File: src/rtl/uart_pkg.sv
// Shared UART timing defaults used by the baud counter chain.
package uart_pkg;

  localparam int unsigned UART_OVERSAMPLE  = 32'd16;
  localparam int unsigned UART_DIV_WIDTH   = 32'd16;
  localparam int unsigned UART_FRAME_WIDTH = 32'd4;
  localparam int unsigned UART_OS_W        = $clog2(UART_OVERSAMPLE);

endpackage

File: src/rtl/wrap_counter.sv
// Wrapping up-counter: counts inc pulses from 0 to limit, then returns to 0.
// wrap flags the increment that takes the count from limit back to 0.
module wrap_counter #(
  parameter int unsigned W = 32'd4
) (
  input  logic         clk,
  input  logic         reset,
  input  logic         clr,
  input  logic         inc,
  input  logic [W-1:0] limit,
  output logic [W-1:0] count,
  output logic         wrap
);

  logic [W-1:0] count_q;
  logic [W-1:0] count_d;

  // Terminal-count detect on an incrementing cycle
  always_comb begin
    wrap = inc && (count_q == limit);
  end

  // Next count: clear wins, then wrap to zero, then increment, else hold
  always_comb begin
    count_d = count_q;
    if (clr) begin
      count_d = '0;
    end else if (wrap) begin
      count_d = '0;
    end else if (inc) begin
      count_d = count_q + W'(1'b1);
    end else begin
      count_d = count_q;
    end
  end

  // Count register
  always_ff @(posedge clk or posedge reset) begin
    if (reset) begin
      count_q <= '0;
    end else begin
      count_q <= count_d;
    end
  end

  assign count = count_q;

endmodule

File: src/rtl/baud_counter.sv
// Baud-rate counter chain: clock divider -> oversample counter -> bit counter.
// Produces registered one-cycle pulses for oversample, mid-bit, bit and frame.
module baud_counter
  import uart_pkg::*;
#(
  parameter int unsigned DIV_WIDTH   = UART_DIV_WIDTH,
  parameter int unsigned OVERSAMPLE  = UART_OVERSAMPLE,
  parameter int unsigned FRAME_WIDTH = UART_FRAME_WIDTH
) (
  input  logic                          clk,
  input  logic                          reset,
  input  logic                          en,
  input  logic                          sync_clr,
  input  logic [DIV_WIDTH-1:0]          divisor,
  input  logic [FRAME_WIDTH-1:0]        frame_bits,
  output logic                          os_tick,
  output logic                          mid_tick,
  output logic                          bit_tick,
  output logic                          frame_done,
  output logic [$clog2(OVERSAMPLE)-1:0] os_count,
  output logic [FRAME_WIDTH-1:0]        bit_count
);

  // The default build reuses the package width; other oversample rates derive their own.
  localparam int unsigned OS_W = (OVERSAMPLE == UART_OVERSAMPLE) ? UART_OS_W : $clog2(OVERSAMPLE);
  localparam logic [OS_W-1:0] OS_LAST = OS_W'(OVERSAMPLE - 32'd1);
  localparam logic [OS_W-1:0] OS_MID  = OS_W'((OVERSAMPLE / 32'd2) - 32'd1);

  logic [DIV_WIDTH-1:0]   div_in_s;
  logic [DIV_WIDTH-1:0]   div_use_s;
  logic [DIV_WIDTH-1:0]   div_lim_s;
  logic [DIV_WIDTH-1:0]   div_cnt_s;
  logic [DIV_WIDTH-1:0]   div_reg_q;
  logic [DIV_WIDTH-1:0]   div_reg_d;
  logic                   load_pend_q;
  logic                   div_clr_s;
  logic [FRAME_WIDTH-1:0] frame_lim_s;
  logic                   cnt_inc_s;
  logic                   os_ev_s;
  logic                   bit_ev_s;
  logic                   frame_ev_s;
  logic                   mid_ev_s;
  logic [OS_W-1:0]        os_count_s;
  logic [FRAME_WIDTH-1:0] bit_count_s;
  logic                   os_tick_q;
  logic                   mid_tick_q;
  logic                   bit_tick_q;
  logic                   frame_done_q;

  // Zero-substitute the divisor; right after reset the live value stands in for div_reg
  always_comb begin
    if (divisor == '0) begin
      div_in_s = DIV_WIDTH'(1'b1);
    end else begin
      div_in_s = divisor;
    end
    if (load_pend_q) begin
      div_use_s = div_in_s;
    end else begin
      div_use_s = div_reg_q;
    end
    div_lim_s = div_use_s - DIV_WIDTH'(1'b1);
  end

  // Zero-substitute the frame length (0 behaves as a 1-bit frame)
  always_comb begin
    if (frame_bits == '0) begin
      frame_lim_s = '0;
    end else begin
      frame_lim_s = frame_bits - FRAME_WIDTH'(1'b1);
    end
  end

  // Divider advances only when enabled and not being restarted; a count left beyond
  // a divisor lowered while idle is pulled back to zero rather than run to rollover
  always_comb begin
    cnt_inc_s = en && !sync_clr;
    div_clr_s = sync_clr || (div_cnt_s > div_lim_s);
    mid_ev_s  = os_ev_s && (os_count_s == OS_MID);
  end

  // Divisor reload: first edge after reset, while idle, on restart and at each period boundary
  always_comb begin
    if (load_pend_q || !en || sync_clr || os_ev_s) begin
      div_reg_d = div_in_s;
    end else begin
      div_reg_d = div_reg_q;
    end
  end

  // Divisor latch and post-reset load flag
  always_ff @(posedge clk or posedge reset) begin
    if (reset) begin
      div_reg_q   <= DIV_WIDTH'(1'b1);
      load_pend_q <= 1'b1;
    end else begin
      div_reg_q   <= div_reg_d;
      load_pend_q <= 1'b0;
    end
  end

  wrap_counter #(.W(DIV_WIDTH)) u_div (
    .clk   (clk),
    .reset (reset),
    .clr   (div_clr_s),
    .inc   (cnt_inc_s),
    .limit (div_lim_s),
    .count (div_cnt_s),
    .wrap  (os_ev_s)
  );

  wrap_counter #(.W(OS_W)) u_os (
    .clk   (clk),
    .reset (reset),
    .clr   (sync_clr),
    .inc   (os_ev_s),
    .limit (OS_LAST),
    .count (os_count_s),
    .wrap  (bit_ev_s)
  );

  wrap_counter #(.W(FRAME_WIDTH)) u_bit (
    .clk   (clk),
    .reset (reset),
    .clr   (sync_clr),
    .inc   (bit_ev_s),
    .limit (frame_lim_s),
    .count (bit_count_s),
    .wrap  (frame_ev_s)
  );

  // Output pulse registers: one cycle after the qualifying event
  always_ff @(posedge clk or posedge reset) begin
    if (reset) begin
      os_tick_q    <= 1'b0;
      mid_tick_q   <= 1'b0;
      bit_tick_q   <= 1'b0;
      frame_done_q <= 1'b0;
    end else begin
      os_tick_q    <= os_ev_s;
      mid_tick_q   <= mid_ev_s;
      bit_tick_q   <= bit_ev_s;
      frame_done_q <= frame_ev_s;
    end
  end

  assign os_tick    = os_tick_q;
  assign mid_tick   = mid_tick_q;
  assign bit_tick   = bit_tick_q;
  assign frame_done = frame_done_q;
  assign os_count   = os_count_s;
  assign bit_count  = bit_count_s;

endmodule

File: config.mk
export PLATFORM = sky130hd
export DESIGN_NAME = baud_counter
export DESIGN_NICKNAME = d
export VERILOG_FILES = /design/src/rtl/uart_pkg.sv /design/src/rtl/wrap_counter.sv /design/src/rtl/baud_counter.sv
export SDC_FILE = /design/constraint.sdc
export NUM_CORES = 1
export LEC_CHECK = 0
export ABC_AREA = 1
export BUFFER_PORTS_ARGS = -buffer_cell sky130_fd_sc_hd__buf_2
export CORE_ASPECT_RATIO = 0.6
export CORE_MARGIN = 1
export CORE_UTILIZATION = 40
export CTS_CLUSTER_SIZE = 28
export DETAILED_ROUTE_END_ITERATION = 8
export PLACE_DENSITY = 0.67
export SLEW_MARGIN = 20
export SYNTH_ARGS = -nofsm -noshare
export SYNTH_HDL_FRONTEND = slang
export SYNTH_HIERARCHICAL = 1
export SYNTH_SLANG_ARGS = --single-unit
File: constraint.sdc
create_clock -name clk -period 3.7 [get_ports clk]
set_input_delay 0 -clock clk [delete_from_list [all_inputs] [get_ports clk]]
set_output_delay 0 -clock clk [all_outputs]
set_load 0.05 [all_outputs]
======== After elaboration in Yosys (flattened, before gate mapping) ========
Index checks and enable logic that the tools add are counted.
word-level totals
  register bits after elaboration ......... 45
  bits of input ports ..................... 24
  output and inout bits ................... 12
cells by class
  $add $sub $neg .......................... 5
  order comparisons ....................... 1
  eq/ne operators ......................... 4
  mux-type cells .......................... 12
  reduce and logical (&&, ||, !) cells .... 16
operators with widths
  kind                   count
  $mux 16                5
  $mux 4                 7
  $add 16x1->16 const B  1
  $eq 16x16->1           1
  $gt 16x16->1           1
  $logic_not 16->1       1
  $sub 16x1->16 const B  1
  $reduce_bool 3->1      3
  $add 4x1->4 const B    2
  $logic_and 1x1->1      5
  $eq 4x3->1 const B     1
  $eq 4x4->1             1
  $eq 4x4->1 const B     1
  $logic_not 4->1        1
  $logic_or 1x1->1       4
  $sub 4x1->4 const B    1
  $logic_not 1->1        2

======== Longest topological paths before layout ========
Gate-level depths: netlist of the first run.
  depth after elaboration ................. 10
  mapped depth ............................ 31
  depth with buffers taken out ............ 31

======== Hierarchy ========
Netlist of the first run, hierarchy kept.
by module, submodules not included
  module                     instances  cells each  area an instance (um^2)  sequential area each (um^2)
  baud_counter               1          292         1964.4                   528.0
  wrap_counter at u_div      1          212         1283.7                   400.4
  wrap_counter at u_bit ...  2          51          304.0                    100.1

======== Least setup slack after synthesis of the first run ========
Ideal clock, no wire load.
  kind .................................... flip-flop to flip-flop
  start point ............................. register load_pend_q
  end point ............................... register u_div.count_q[13], in the netlist u_div/count[13]
  arrival time ............................ 3.543 ns
  data required time ...................... 3.582 ns
  path slack .............................. 0.039 ns
  stages on the path, launching flop included .. 27
  clock period less this slack ............ 3.661 ns
  cell sequence ........................... dfstp_2 > buf_6 > nand3_1 > nand2_1 > ha_1 > inv_1 > nor2_2 > nand2_2 > nor3_4 > nand2_2 > xnor2_2 > inv_1 > ha_1 > nand2_1 > nor4_1 > nand2_1 > nand2_1 > nand2_1 > nand2_1 > inv_1 > nand2_1 > nand2_1 > nor2_2 > nand2_2 > nor2_2 > xor2_1 > nor2_1
on the way
  elaborated cells on any way between the ends .. 9
  classes of those cells .................. add/sub: 1; order compare: 1; eq/ne: 1; mux: 3; reduce/logical: 3
RTL lines
  what                                                                  RTL line            source
  start: declaration                                                    baud_counter.sv:35  logic load_pend_q;
  start signal: assignment                                              baud_counter.sv:95  load_pend_q <= 1'b1;
  start signal: assignment                                              baud_counter.sv:98  load_pend_q <= 1'b0;
  $mux 16 *                                                             baud_counter.sv:57  if (load_pend_q) begin
  $sub 16x1->16 *                                                       baud_counter.sv:62  div_lim_s = div_use_s - DIV_WIDTH'(1'b1);
  via div_lim_s[0]                                                      baud_counter.sv:31  logic [DIV_WIDTH-1:0] div_lim_s;
  $gt 16x16->1 *                                                        baud_counter.sv:78  div_clr_s = sync_clr || (div_cnt_s > div_lim_s);
  $logic_or 1x1->1 *                                                    baud_counter.sv:78
  via div_clr_s                                                         baud_counter.sv:36  logic div_clr_s;
  $reduce_bool 3->1 (no source line) / $mux 16 (equally long branches)  --
  end signal: assignment                                                wrap_counter.sv:42  count_q <= count_d;
  end: declaration                                                      wrap_counter.sv:15  logic [W-1:0] count_q;
The timed path passes the listed nets; every way through them passes the cells marked *.
A chain may end at the register's enable or synchronous reset.

======== Final worst setup path of the first run ========
  start point ............................. register load_pend_q
  end point ............................... register u_div.count_q[8], in the netlist u_div/count[8]
Same word-level chain as after synthesis.

==> run_results.csv, run 1 <==
group,metric,value,unit
power,leakage,2.615,nW
min_path,min_to,"u_os/count[3]$_DFFE_PP0P_",
setup_path,cpLargestDelayFamily,"simple AND/OR/NAND/NOR gates",
setup_path,cp_num_buf_inv,3,
power,vdd_drop_max,148.0,uV
setup_path,startpoint_type,"flip-flop",
placement,dp_cells,792,
die,die_area,10050,um^2
flow_run,max-cap-violations,0,
setup_path,cp_cell_sequence,"nand3_4 -> nand2_4 -> ha_4 -> inv_2 -> nor2_2 -> nand2_2 -> nor3_4 -> nand2_2 -> xnor2_2 -> inv_1 -> ha_1 -> nand2_2 -> nor4_4 -> nand2_1 -> nand2_1 -> nand2_1 -> nand2_2 -> inv_2 -> nand2_4 -> nand3_1 -> nor2_2 -> xor2_1 -> nor2_1",
global_routing,grt_use_met2,30.00,%
cts,clk_pin_slew_worst_paths,70,ps
placement,dpl-instance-area,4347,um^2
layout,fillCellCount,876,
sta,fin_crit,3632,ps
cts,cts_sinks,45,
min_path,min_path_type,"input port to flip-flop",
global_routing,track_usage,21.93,%
routing,dr.pass1.iters,5,
setup_path,slowest_stage,"dfstp_2",
setup_path,cp.arrival,3810,ps
setup_path,max_stage_delay,640,ps
yosys,synth_compound_area_share,7.625,%
cts,clock-root-buffer,"clkbuf_16",
layout,diodes,0,
sta,setup_viol,0,
cts,cts.path.max_buffers,2,
yosys,synthMuxAreaShare,0,%
cts,numCtsBuffers,5,
placement,gp_congestion,0.9438,
die,fp-row-count,27,
yosys,synth_seq_cells,45,
sta,min_period_over_period,98.16,%
sta,rsz0062_at_grt,"yes",
yosys,synth_cell_type_count,34,
die,start_util,41.66,%
layout,nets,733,
routing,drtIter0Drc,298,
setup_path,critPathCaptureType,"flip-flop",
yosys,synth_top_area_share,27.90,%
global_routing,use_met3,3.545,%
routing,detail-route-antenna-nets,0,
die,pin_count,36,
placement,port_buffers,35,
yosys,synth_largest_area_cell,"dfrtp_1",
layout,instances_no_fill,820,
routing,drc,0,
routing,vias_per_cell,4.791,
yosys,synth_top_family_by_area,"simple AND/OR/NAND/NOR gates",
die,dieWidth,128.8,um
sta,timing.final.max_slew_violations,0,
yosys,avgSynthCellArea,6.363,um^2
sta,worst_slack,68.25,ps
cts,clock_latency,290,ps
power,power_density,270.4,nW/um^2
sta,skew,2.056,ps
placement,dp_hpwl,8.121,mm
setup_path,cp_max_fo,7,
min_path,min_path_cells,4,
sta,slew_headroom,37.04,%
min_path,worstHoldStart,"sync_clr",
layout,drive_above_1_share,19.71,%
cts,cts_tree,"yes",
sta,finalHoldViolations,0,
outcome,status,"complete, no violations",
layout,synthToLayoutAreaGrowth,25.50,%
yosys,netlist_top_cells_area,"dfrtp_1 (28%), nand2_1 (18%), inv_1 (10%)",
routing,vias,3929,
sta,max_slew.worst_pin.slew,938.6,ps
global_routing,grt_pass1_wl,17.14,mm
global_routing,met1_usage,35.24,%
sta,max_freq,275.3,MHz
setup_path,timing.reg2reg.setup_slack,70,ps
layout,layout_commonest_cell,"nand2_1",
layout,utilization,52.28,%
global_routing,busiest_layer,"met1",
setup_path,critPathKind,"flip-flop to flip-flop",
placement,dp_slack,-86.15,ps
yosys,yosys_warnings,6,
setup_path,path_common_cell,"nand2_2",
power,total_power,1.308,mW
global_routing,grt_overflow,0,
die,core_area,9256,um^2
setup_path,crit_required,3880,ps
yosys,ys_seq_area_share,29.27,%
cts,cts_max_level,2,
setup_path,timing.rr.start,"load_pend_q$_DFF_PP1_",
yosys,netlist_instances,606,
setup_path,regToRegEndpoint,"u_div/count[8]$_DFFE_PP0P_",
global_routing,grt_max_degree,33,
global_routing,grt_pass1_vias,3506,
yosys,syn_area,3856,um^2
global_routing,grt_antenna_before_repair,0,
yosys,synth_fa_ha_area_share,6.489,%
layout,layout_common_cells,"nand2_1 (182), inv_1 (98), nor2_1 (75)",
setup_path,rr_worst_depth,23,
yosys,synth_xor_xnor_area_share,6.003,%
layout,final_area,4840,um^2
yosys,synth-simple-area-share,38.45,%
die,die_height,78.06,um
routing,wl_per_cell,12.87,um
routing,drt-total-wl,10.55,mm
[registers in the layout (all words and copies together) (netlist names)]
signal / cells
frame_done: 1
bit_tick: 1
u_bit/count: 4
mid_tick: 1
u_div/count: 16
div_reg_q: 16
os_tick: 1
u_os/count: 4
load_pend_q: 1
[worst max path at each step]
stage | to | slack, ps | start | depth (start not counted)
6_report | u_div/count[8]$_DFFE_PP0P_ | 70 | load_pend_q$_DFF_PP1_ | 23
5_1_grt | u_div/count[13]$_DFFE_PP0P_ | -170 | load_pend_q$_DFF_PP1_ | 23
4_1_cts | u_div/count[13]$_DFFE_PP0P_ | 7 | divisor[8] | 32
3_5_place_dp | u_div/count[14]$_DFFE_PP0P_ | -90 | load_pend_q$_DFF_PP1_ | 24
3_3_place_gp | u_div/count[14]$_DFFE_PP0P_ | 110 | load_pend_q$_DFF_PP1_ | 24
2_1_floorplan | u_div/count[13]$_DFFE_PP0P_ | 40 | load_pend_q$_DFF_PP1_ | 26
[metrics by stage]
step,TNS [ps],hold WS (ps)
4_1_cts,0,80.26
5_1_grt,-741.8,101.6
2_1_floorplan,0,-233.9
6_report,0,79.85
3_3_place_gp,0,-83.13
3_5_place_dp,-250.9,-78.59
[power by group]
group	total, mW	internal (mW)	switching [mW]	leakage, nW
clock network	0.462	0.252	0.210	0.0702
registers	0.516	0.508	0.00780	0.588
logic	0.331	0.129	0.202	1.96
[logic make-up (layout without fill, tap and decap cells)]
family	after synthesis	after routing
AOI/OAI and AO/OA	54	54
xor gates and xnor gates	23	23
adders and majority gates	20	20
buffers and inverters	115	192
DFF	45	45
other	2	9
and+or+nand+nor	347	347
[cell usage after synthesis]
cell type  number
dfstp_2         2
nand3b_1        1
or2_2           2
xnor2_1         3
o21ai_0        26
o21ai_2         4
clkbuf_1        2
a21oi_1        11
o21ai_1         9
nand3_1        25
nor4_1          1
ha_1           20
nor3_2          1
conb_1          2
xnor2_2         4
xor2_1         16
nand2_2         7
nor3b_1         1
a21oi_2         1
nor3_1          8
a31oi_1         2
nor3_4          1
nor2_1         80
nor2_4          1
nand3_2         2
buf_1           1
inv_2           5
buf_6           4
dfrtp_1        43
inv_1         103
a21o_1          1
nand4_1        15
nor2_2         12
nand2_1       190
[what timing repair did]
item | CTS | global route
hold buffers | 17 | 0
endpoints found under the setup margin | 5 | 39
pin swaps | 2 | 16
hold endpoints to repair | 40 | 0
buffers inserted | 1 | 4
resized for setup | 4 | 35
[tightest hold or removal path, stage by stage]
cell and delay [ps]:
buf_2 140, nor2_1 90, nand2_1 60, nand2_1 50
[per-layer routing]
metal / part of all wire, % / vias to the layer above
li1: - / 2026
met3: 6.9 / 7
met2: 40 / 113
met1: 52 / 1783
met5: 0 / -
met4: 0.72 / 0
[cell type report]
type | instances | area [um^2] | area share, %
clock inverters | 3 | 21.27 | 0.4395
repair buffers | 76 | 555.5 | 11.48
inverters | 108 | 405.4 | 8.376
clock buffers | 5 | 125.1 | 2.585
multi-input cells | 453 | 2441 | 50.44
well taps | 130 | 162.7 | 3.361
flip-flops and latches | 45 | 1129 | 23.32
(Power assumes the default switching activity.)
==> run 2, diff against run 1 <==
==> constraint.sdc (replaced) <==
create_clock -name clk -period 3.7 [get_ports clk]
set_input_delay 0.555 -clock clk [delete_from_list [all_inputs] [get_ports clk]]
set_output_delay 0.555 -clock clk [all_outputs]
set_load 0.05 [all_outputs]
==> run 2 against run 1 <==
The flow now finishes with violations (negative setup slack). Clock skew increased by 4.7 ps. Combinational power up 11%. First-iteration DRC count up 20%. Fmax decreased by 2.7%. Clock-buffer cell count unchanged. Worst setup slack lost 100 ps. Non-clock buffer count is 21 higher. Global-route usage up 0.74 points. Power increased by 8.5%. Routed wire length up 4.4%. Critical path type unchanged. Critical endpoint is now u_div/count[13]$_DFFE_PP0P_. Largest cell class unchanged.
==> run_results.csv, run 2 (synthesized netlist as in run 1, its figures left out) <==
group,metric,value,unit
sta,timing.final.max_slew_violations,0,
sta,worst_slack,-33.40,ps
cts,clock-root-buffer,"clkbuf_16",
die,die_area,10050,um^2
setup_path,startpoint_type,"flip-flop",
cts,clock_latency,300,ps
placement,dp_cells,821,
flow_run,max-cap-violations,0,
setup_path,cp_max_fo,5,
routing,detail-route-antenna-nets,0,
layout,instances_no_fill,841,
global_routing,grt_pass1_wl,17.83,mm
routing,drc,0,
cts,cts.path.max_buffers,2,
cts,cts_sinks,45,
global_routing,grt_antenna_before_repair,0,
sta,slew_headroom,34.02,%
die,die_height,78.06,um
global_routing,grt_overflow,0,
setup_path,max_stage_delay,570,ps
sta,fin_crit,3733,ps
layout,drive_above_1_share,24.75,%
cts,cts_max_level,2,
sta,max_freq,267.9,MHz
power,power_frac_comb,25.8,%
power,p_seq_share,36.2,%
sta,min_period_over_period,100.9,%
sta,rsz0062_at_grt,"yes",
outcome,status,"complete, but fails checks",
routing,drt-total-wl,11.02,mm
placement,dp_slack,-431.3,ps
placement,port_buffers,35,
routing,wl_per_cell,13.10,um
layout,diodes,0,
die,core_area,9256,um^2
setup_path,path_common_cell,"nand2_4",
die,start_util,41.66,%
sta,skew,6.716,ps
global_routing,grt_max_degree,33,
setup_path,critPathCaptureType,"flip-flop",
power,clockPowerShare,38.0,%
power,switchingPower,0.4409,mW
cts,cts_tree,"yes",
setup_path,cp.arrival,3910,ps
power,vdd_drop_max,205.2,uV
layout,layout_commonest_cell,"nand2_1",
layout,synthToLayoutAreaGrowth,30.60,%
routing,vias_per_cell,4.900,
sta,setup_viol,4,
die,pin_count,36,
min_path,min_path_type,"input port to asynchronous set/reset pin",
cts,clk_pin_slew_worst_paths,70,ps
sta,max_slew.worst_pin.slew,988.6,ps
power,swShare,31.06,%
die,dieWidth,128.8,um
power,power_density,281.9,nW/um^2
routing,dr.pass1.iters,6,
layout,layout_common_cells,"nand2_1 (184), inv_1 (99), nor2_1 (73)",
outcome,violations,"negative setup slack",
setup_path,critPathKind,"flip-flop to flip-flop",
global_routing,track_usage,22.67,%
routing,drtIter0Drc,359,
die,fp-row-count,27,
routing,vias,4121,
power,leakage,2.765,nW
placement,dp_hpwl,8.388,mm
placement,gp_congestion,0.9415,
layout,nets,754,
sta,finalHoldViolations,0,
cts,numCtsBuffers,5,
global_routing,grt_pass1_vias,3767,
setup_path,slowest_stage,"dfstp_2",
power,internal_power,0.9785,mW
setup_path,crit_required,3870,ps
## run 2: changes by cell type in the layout (fill, tap and decap cells not counted), sizes merged
cell,change
dlygate4sd3,-17
clkbuf,+1
buf,+37
bufinv,+1
clkinv,-1
## run 2: power groups by stage
stage	registers (mW)	clock network [mW]	logic, mW
4_1_cts	0.515	0.535	0.330
3_3_place_gp	0.524	0	0.310
5_1_grt	0.516	0.557	0.408
2_1_floorplan	0.522	0	0.202
6_report	0.514	0.540	0.366
3_5_place_dp	0.525	0	0.320
## run 2: final timing paths
path	from	end	slack, ps	cells past startpoint
setup / recovery	load_pend_q$_DFF_PP1_	u_div/count[13]$_DFFE_PP0P_	-30	27
setup reg to reg	load_pend_q$_DFF_PP1_	u_div/count[13]$_DFFE_PP0P_	-30	27
hold / removal	reset	u_os/count[2]$_DFFE_PP0P_	150	2
hold reg to reg	div_reg_q[0]$_DFFE_PP1P_	div_reg_q[0]$_DFFE_PP1P_	520	2
max in group asynchronous	reset	div_reg_q[12]$_DFFE_PP0P_	2580	2
min in group clk	div_reg_q[0]$_DFFE_PP1P_	div_reg_q[0]$_DFFE_PP1P_	520	2
## run 2: critical path: cells and delay by family (launching register included)
family,cells,cell delay (ps)
AND/OR/NAND/NOR,18,1860
flip-flops,1,570
buffers and inverters,5,430
adder cells (fa/ha/maj),2,400
XOR/XNOR,2,380
## run 2: final cells by class
type | count | area, um^2
Multi-Input combinational cell | 453 | 2469
Tap cell | 130 | 162.7
Clock inverter | 3 | 46.29
Clock buffer | 5 | 125.1
Inverter | 108 | 405.4
Sequential cell | 45 | 1129
Fill cell | 898 | 4220
Timing Repair Buffer | 97 | 699.4
## run 2: metrics by stage
step                instance area (um^2)  total power, mW  setup TNS (ps)  utilization, %  hold WS (ps)
global route                        5036            1.480           -2540           54.41         176.6
finish                              5036            1.419          -72.28           54.41         152.0
floorplan                           3882           0.7243               0               -         321.1
global placement                    4564           0.8341           -1710           49.31         469.4
CTS                                 4788            1.380               0           51.73         159.5
detailed placement                  4564           0.8447           -4835           49.31         471.7
## run 2: timing repair
action	in CTS	in global routing
setup endpoints to repair	12	37
pin swaps	6	20
gates cloned	0	1
setup buffers	3	8
endpoints found under the hold margin	0	0
hold buffers	0	0
gates resized for setup	6	39
## run 2: routing by layer
metal	share of wire, %	routed length, um	global-route usage, %
met5	0	0	0
met1	49	5363	33.78
met3	9.0	994	5.044
met2	41	4551	33.08
met4	1.0	111	4.941
